`src/rtl/uart_tx_serializer.sv`:
```
// UART transmit serializer: captures a parallel word, computes its parity and
// shifts it out LSB first, one bit per CLKS_PER_BIT clocks, under controller handshakes.
module uart_tx_serializer #(
    parameter int DATA_WIDTH   = 8,
    parameter int CLKS_PER_BIT = 1736
) (
    input  logic                  i_clk,
    input  logic                  i_rst,
    input  logic [DATA_WIDTH-1:0] i_P_DATA,
    input  logic                  i_latch_en,
    input  logic                  i_ser_en,
    input  logic                  i_PAR_TYP,
    output logic                  o_ser_data,
    output logic                  o_ser_done,
    output logic                  o_par_bit,
    output logic                  o_bit_tick
);

    localparam int BAUD_W = (CLKS_PER_BIT > 2) ? $clog2(CLKS_PER_BIT) : 1;
    localparam int BIT_W  = $clog2(DATA_WIDTH + 1);

    localparam logic [BAUD_W-1:0] BAUD_LAST = BAUD_W'(CLKS_PER_BIT - 1);
    localparam logic [BAUD_W-1:0] BAUD_PRE  = BAUD_W'(CLKS_PER_BIT - 2);
    localparam logic [BIT_W-1:0]  BIT_LAST  = BIT_W'(DATA_WIDTH - 1);

    localparam logic [1:0] ST_IDLE   = 2'd0;
    localparam logic [1:0] ST_LOADED = 2'd1;
    localparam logic [1:0] ST_SHIFT  = 2'd2;

    function automatic logic parity_f(input logic [DATA_WIDTH-1:0] data, input logic odd);
        return (^data) ^ odd;
    endfunction

    logic [1:0]            state_r;
    logic [DATA_WIDTH-1:0] shift_r;
    logic [BAUD_W-1:0]     baud_cnt_r;
    logic [BIT_W-1:0]      bit_cnt_r;
    logic                  ser_data_r;
    logic                  ser_done_r;
    logic                  par_bit_r;
    logic                  bit_tick_r;

    logic [1:0]            state_nxt_s;
    logic [DATA_WIDTH-1:0] shift_nxt_s;
    logic [BAUD_W-1:0]     baud_cnt_nxt_s;
    logic [BIT_W-1:0]      bit_cnt_nxt_s;
    logic                  ser_data_nxt_s;
    logic                  ser_done_nxt_s;
    logic                  par_bit_nxt_s;
    logic                  bit_tick_nxt_s;
    logic                  baud_wrap_s;
    logic                  baud_pre_s;
    logic                  last_bit_s;

    // Next-state and next-output computation for the serializer FSM.
    always_comb begin
        state_nxt_s    = state_r;
        shift_nxt_s    = shift_r;
        baud_cnt_nxt_s = baud_cnt_r;
        bit_cnt_nxt_s  = bit_cnt_r;
        ser_data_nxt_s = 1'b1;
        ser_done_nxt_s = 1'b0;
        par_bit_nxt_s  = par_bit_r;
        bit_tick_nxt_s = 1'b0;
        baud_wrap_s    = (baud_cnt_r == BAUD_LAST);
        baud_pre_s     = (baud_cnt_r == BAUD_PRE);
        last_bit_s     = (bit_cnt_r == BIT_LAST);

        case (state_r)
            ST_IDLE, ST_LOADED: begin
                if (i_latch_en) begin
                    shift_nxt_s   = i_P_DATA;
                    par_bit_nxt_s = parity_f(i_P_DATA, i_PAR_TYP);
                    state_nxt_s   = ST_LOADED;
                end else if ((state_r == ST_LOADED) && i_ser_en) begin
                    state_nxt_s    = ST_SHIFT;
                    baud_cnt_nxt_s = {BAUD_W{1'b0}};
                    bit_cnt_nxt_s  = {BIT_W{1'b0}};
                    ser_data_nxt_s = shift_r[0];
                end else begin
                    state_nxt_s = state_r;
                end
            end
            ST_SHIFT: begin
                if (baud_wrap_s && last_bit_s) begin
                    // Final wrap wins over an abort; a latch here chains the next frame.
                    baud_cnt_nxt_s = {BAUD_W{1'b0}};
                    bit_cnt_nxt_s  = {BIT_W{1'b0}};
                    if (i_latch_en) begin
                        shift_nxt_s   = i_P_DATA;
                        par_bit_nxt_s = parity_f(i_P_DATA, i_PAR_TYP);
                        state_nxt_s   = ST_LOADED;
                    end else begin
                        shift_nxt_s = {1'b0, shift_r[DATA_WIDTH-1:1]};
                        state_nxt_s = ST_IDLE;
                    end
                end else if (!i_ser_en) begin
                    state_nxt_s    = ST_IDLE;
                    baud_cnt_nxt_s = {BAUD_W{1'b0}};
                    bit_cnt_nxt_s  = {BIT_W{1'b0}};
                end else if (baud_wrap_s) begin
                    baud_cnt_nxt_s = {BAUD_W{1'b0}};
                    bit_cnt_nxt_s  = bit_cnt_r + BIT_W'(1);
                    shift_nxt_s    = {1'b0, shift_r[DATA_WIDTH-1:1]};
                    ser_data_nxt_s = shift_r[1];
                end else begin
                    // Pulses are registered one cycle early so they cover the last cycle of the bit.
                    baud_cnt_nxt_s = baud_cnt_r + BAUD_W'(1);
                    ser_data_nxt_s = shift_r[0];
                    if (baud_pre_s) begin
                        bit_tick_nxt_s = 1'b1;
                        ser_done_nxt_s = last_bit_s;
                    end else begin
                        bit_tick_nxt_s = 1'b0;
                        ser_done_nxt_s = 1'b0;
                    end
                end
            end
            default: begin
                state_nxt_s    = ST_IDLE;
                baud_cnt_nxt_s = {BAUD_W{1'b0}};
                bit_cnt_nxt_s  = {BIT_W{1'b0}};
            end
        endcase
    end

    // State and output registers with asynchronous reset to the idle line level.
    always_ff @(posedge i_clk or posedge i_rst) begin
        if (i_rst) begin
            state_r    <= ST_IDLE;
            shift_r    <= {DATA_WIDTH{1'b0}};
            baud_cnt_r <= {BAUD_W{1'b0}};
            bit_cnt_r  <= {BIT_W{1'b0}};
            ser_data_r <= 1'b1;
            ser_done_r <= 1'b0;
            par_bit_r  <= 1'b0;
            bit_tick_r <= 1'b0;
        end else begin
            state_r    <= state_nxt_s;
            shift_r    <= shift_nxt_s;
            baud_cnt_r <= baud_cnt_nxt_s;
            bit_cnt_r  <= bit_cnt_nxt_s;
            ser_data_r <= ser_data_nxt_s;
            ser_done_r <= ser_done_nxt_s;
            par_bit_r  <= par_bit_nxt_s;
            bit_tick_r <= bit_tick_nxt_s;
        end
    end

    assign o_ser_data = ser_data_r;
    assign o_ser_done = ser_done_r;
    assign o_par_bit  = par_bit_r;
    assign o_bit_tick = bit_tick_r;

endmodule

```
`config.mk`:
```
export PLATFORM = sky130hd
export DESIGN_NAME = uart_tx_serializer
export DESIGN_NICKNAME = d
export VERILOG_FILES = /design/src/rtl/uart_tx_serializer.sv
export SDC_FILE = /design/constraint.sdc
export NUM_CORES = 1
export LEC_CHECK = 0
export ABC_AREA = 1
export BUFFER_PORTS_ARGS = -buffer_cell sky130_fd_sc_hd__buf_2
export CAP_MARGIN = 20
export CORE_ASPECT_RATIO = 0.6
export CORE_MARGIN = 4
export CORE_UTILIZATION = 25
export DETAILED_ROUTE_END_ITERATION = 8
export PLACE_DENSITY = 0.48
export SYNTH_ARGS = -nofsm -noshare
export SYNTH_HDL_FRONTEND = slang
export SYNTH_SLANG_ARGS = --single-unit
```
`constraint.sdc`:
```
create_clock -name i_clk -period 1.8 [get_ports i_clk]
set_input_delay 0.09 -clock i_clk [delete_from_list [all_inputs] [get_ports i_clk]]
set_output_delay 0.09 -clock i_clk [all_outputs]
set_load 0.01 [all_outputs]
```
; ---- Word-level counts from Yosys, hierarchy flattened
; Index checks and enable logic that the tools add are counted.
; W data, S select, Z words.
[word_totals]
register_bits = 29
wordCells = 79
[classes]
eq_ne = 14
n_reduce_logical = 11
add_sub_neg = 2
muxes = 43
n_bitwise = 1
[op_table]
columns = op, n
row1 = $mux W11, 5
row2 = $mux W8, 5
row3 = $eq A11 B11 Y1 const B, 2
row4 = $pmux W11 S2, 1
row5 = $mux W4, 5
row6 = $mux W1, 18
row7 = $pmux W8 S2, 1
row8 = $ne A3 B3 Y1 const B, 4
row9 = $add A11 B1 Y11 const B, 1
row10 = $mux W2, 4
row11 = $ne A2 B2 Y1 const B, 4
row12 = $pmux W4 S2, 1
row13 = $reduce_xor A8 Y1, 1
row14 = $reduce_and A2 Y1, 3
row15 = $add A4 B1 Y4 const B, 1
row16 = $eq A4 B3 Y1 const B, 1
row17 = $ne A4 B4 Y1 const B, 1
row18 = $pmux W1 S2, 2
row19 = $pmux W2 S2, 1
row20 = $reduce_and A4 Y1, 1
row21 = $reduce_and A3 Y1, 1
row22 = $eq A2 B1 Y1 const B, 1
row23 = $eq A2 B2 Y1 const B, 1
row24 = $logic_and A1 B1 Y1, 2
row25 = other kinds (4), 4

; ---- Logic depth before layout (Yosys ltp)
[depth]
word_depth = 6
depth_mapped = 11
ltp_nobuf = 11

; ---- Worst setup path after synthesis
; OpenSTA, ideal clock, no wires.
[synth_path]
kind = register to register
startpoint = register bit_cnt_r[0]
endpoint = register shift_r[0]
arrival_time_ns = 1.298
path_stages_with_launch = 9
setup_time_ns = 0.117
n_path_buf = 0
setup_slack_ns = 0.385
synth_period_minus_slack_ns = 1.415
required_time_ns = 1.683
path_cell_list = dfrtp_1 -> ha_1 -> nand2_1 -> nor2_1 -> nand4_4 -> nand2_2 -> nand2_1 -> nand3_1 -> nand2_1
[synth_between]
elab_chain_cells = 4
elab_cells_between_ends = 7
cone_classes = eq/ne (3) / mux (2) / reduce/logical (2)
[synth_lines]
columns = item, line_no
row1 = from (decl), 37  ; logic [BIT_W-1:0] bit_cnt_r;
row2 = from (signal assigned), 133  ; bit_cnt_r <= {BIT_W{1'b0}};
row3 = from (signal assigned), 142  ; bit_cnt_r <= bit_cnt_nxt_s;
row4 = $eq A4 B3 Y1 *, 67  ; last_bit_s = (bit_cnt_r == BIT_LAST);
row5 = $logic_and A1 B1 Y1 *, 85  ; if (baud_wrap_s && last_bit_s) begin
row6 = $ne A3 B3 Y1 (no line) or $mux W8 (tied branches), --
row7 = $reduce_and A4 Y1 (no line) or $pmux W8 S2 (tied branches), --
row8 = to (signal assigned), 131  ; shift_r <= {DATA_WIDTH{1'b0}};
row9 = to (signal assigned), 140  ; shift_r <= shift_nxt_s;
row10 = to (decl), 35  ; logic [DATA_WIDTH-1:0] shift_r;
; Every way passes the cells marked *; elsewhere a longest branch is shown, timed or not.
; A chain may end at the register's enable or synchronous reset.

; ---- Final worst setup path
[layout_path]
startpoint = register bit_cnt_r[0]
endpoint = register shift_r[6]
; Same word-level chain as after synthesis.

==> results.json <==
{
  "worstMarginPinSlew_ns": 0.383,
  "status": "finished clean",
  "leakage_nw": 1.10,
  "drv_slew": 0,
  "total_power_mw": 1.83,
  "synth_top_area_share": 0.401,
  "slew_headroom": 0.745,
  "fin_skew_ns": 0.00784,
  "initialDrtViolationCount": 64,
  "hold_path.class": "input pin to flip-flop",
  "fin_ws_ns": 0.189,
  "syn_area_per_cell_um2": 7.62,
  "netlist_area_um2": 1750,
  "ys_ff_latch": 29,
  "worstRegToRegCells": 8,
  "grt_pass1_vias": 1371,
  "layout.nets": 270,
  "antenna_found_initial": 0,
  "antenna_left": 0,
  "synth.net_count": 245,
  "final_common_cell": "nand2_1",
  "start_util": 0.259,
  "arrival_ns": 1.77,
  "grt_usage": 0.102,
  "hpwl_mm": 2.88,
  "path_max_fanout": 9,
  "layout-drive-gt1-share": 0.193,
  "tritoncts": "done",
  "grt_start_max_net_pins": 30,
  "cts_setup_buffers": 0,
  "r2r_end": "shift_r[6]",
  "start_kind": "flip-flop",
  "synth_top_area_cell": "dfrtp_1",
  "ys_seq_area_frac": 0.416,
  "place_ws_ns": 0.190,
  "hp-start": "i_P_DATA[7]",
  "cts.path.max_buffers": 2,
  "ir_drop_uv": 337,
  "layout_common_cells": "63 x nand2_1, 31 x inv_1, 28 x dfrtp_1, 26 x nand3_1, 18 x nor2_1",
  "r2r_start": "bit_cnt_r[0]",
  "port-buffer-count": 16,
  "fmax_mhz": 621,
  "cts_num_sinks": 29,
  "cp-end-kind": "flip-flop",
  "maxCapViolCount": 0,
  "cts_root_buf": "clkbuf_16",
  "vias": 1450,
  "ys_types": 31,
  "crit_required_ns": 1.96,
  "grt_pass1_wl_mm": 6.62,
  "synth_area_leaders": "dfrtp_1 40%, nand2_1 14%, nand3_1 7.5%",
  "vias_per_cell": 4.25,
  "die_w_um": 116,
  "core_area_um2": 6730,
  "cts_inserted_buffers": 5,
  "tns_ns": 0,
  "postSynthCellCount": 229,
  "rsz0062_at_grt": "no",
  "yosys_warnings": 0,
  "hold_violations": 0,
  "drc": 0,
  "drt-total-wl_mm": 3.79,
  "gr-total-overflow": 0,
  "setup_viol": 0,
  "diodes": 0,
  "holdWs_ns": 0.0897,
  "hold_depth": 3,
  "hold_end": "shift_r[7]",
  "period_needed_ns": 1.61,
  "fp.dieH_um": 72.7,
  "rows": 23,
  "fill_cells": 730,
  "dr.pass1.iters": 4,
  "clock_latency_ns": 0.28,
  "critical_path_class": "flip-flop to flip-flop",
  "area_growth_syn_to_layout_pct": 20.0,
  "cts_max_level": 2,
  "gp_congestion": 0.802,
  "io_pins": 17,
  "wl_per_cell_um": 11.1,
  "powerDensity_nw_per_um2": 876,
  "die_area_um2": 8430,
  "clk_pin_slew_ns": 0.05,
  "rrSetupSlack_ns": 0.19,
  "min_period_over_period": 0.895
}
## registers in the layout, indices dropped and copies added, names as in the netlist
register and cells:
baud_cnt_r 11, bit_cnt_r 4, o_bit_tick 1, o_par_bit 1, o_ser_data 1, o_ser_done 1, shift_r 8, state_r 2
## area by class of cell
cell class	instances	area [um2]	share of cell area
Clock buffer	7	143	0.0681
Inverter	37	150	0.0717
Sequential cell	29	727	0.347
Tap cell	87	109	0.0520
Multi-Input combinational cell	162	861	0.411
Timing Repair Buffer	19	105	0.0502
## what timing repair did
action | in CTS | in global routing
gates resized for setup | 0 | 0
hold buffers | 1 | 0
hold endpoints to repair | 28 | 0
## per-layer routing
metal  vias up  GRT usage  share of wire
li1        769          -              -
met1       658      0.159           0.58
met2        17      0.122           0.36
met3         6     0.0414          0.051
met4         0     0.0309          0.012
met5         -          0              0
## power breakdown
part | switching, mW | internal [mW]
Combinational | 0.173 | 0.0968
Sequential | 0.0373 | 0.710
Clock | 0.278 | 0.541
## worst max-delay path, cell delays in order, from the launching register on
cell,delay [ns]
dfrtp_1,0.36
ha_1,0.19
nand2_1,0.09
nor2_1,0.26
nand4_4,0.20
nand2_2,0.19
nand2_1,0.07
nand3_1,0.08
nand2_1,0.05
## Yosys cell counts, drive strengths merged
cell type and n:
buf 1, xnor2 5, a21oi 5, nand4 5, inv 35, nand2 73
and2 1, or3 1, clkinv 2, xor2 3, a31oi 1, ha 3
nor2 21, nand3 28, nor3 5, o21ai 11, dfrtp 28, dfstp 1
## worst max-delay path by stage
| stage | cells after the start | to | start | slack [ns] |
|---|---|---|---|---|
| 6_report | 8 | shift_r[6] | bit_cnt_r[0] | 0.19 |
| 3_3_place_gp | 9 | shift_r[6] | bit_cnt_r[0] | 0.17 |
| 3_5_place_dp | 8 | shift_r[6] | bit_cnt_r[0] | 0.19 |
| 4_1_cts | 8 | shift_r[6] | bit_cnt_r[0] | 0.18 |
| 5_1_grt | 8 | shift_r[4] | bit_cnt_r[1] | 0.003 |
| 2_1_floorplan | 8 | shift_r[0] | bit_cnt_r[0] | 0.38 |
## stage by stage
stage	instance area (um2)	utilization	std cells
global placement	1940	0.288	333
CTS	2090	0.311	341
global route	2090	0.311	341
floorplan	1750	-	229
finish	2090	0.311	341
detailed placement	1940	0.288	333
## cell families (layout without fill, tap and decap cells)
kind of cell,after synthesis,count (layout),synth area share
simple gates,134,134,0.380
flops,29,29,0.416
fa+ha+maj,3,3,0.0215
compound gates,17,17,0.0516
buf+inv,38,63,0.0903
xor+xnor,8,8,0.0401
(Power assumes the default switching activity.)
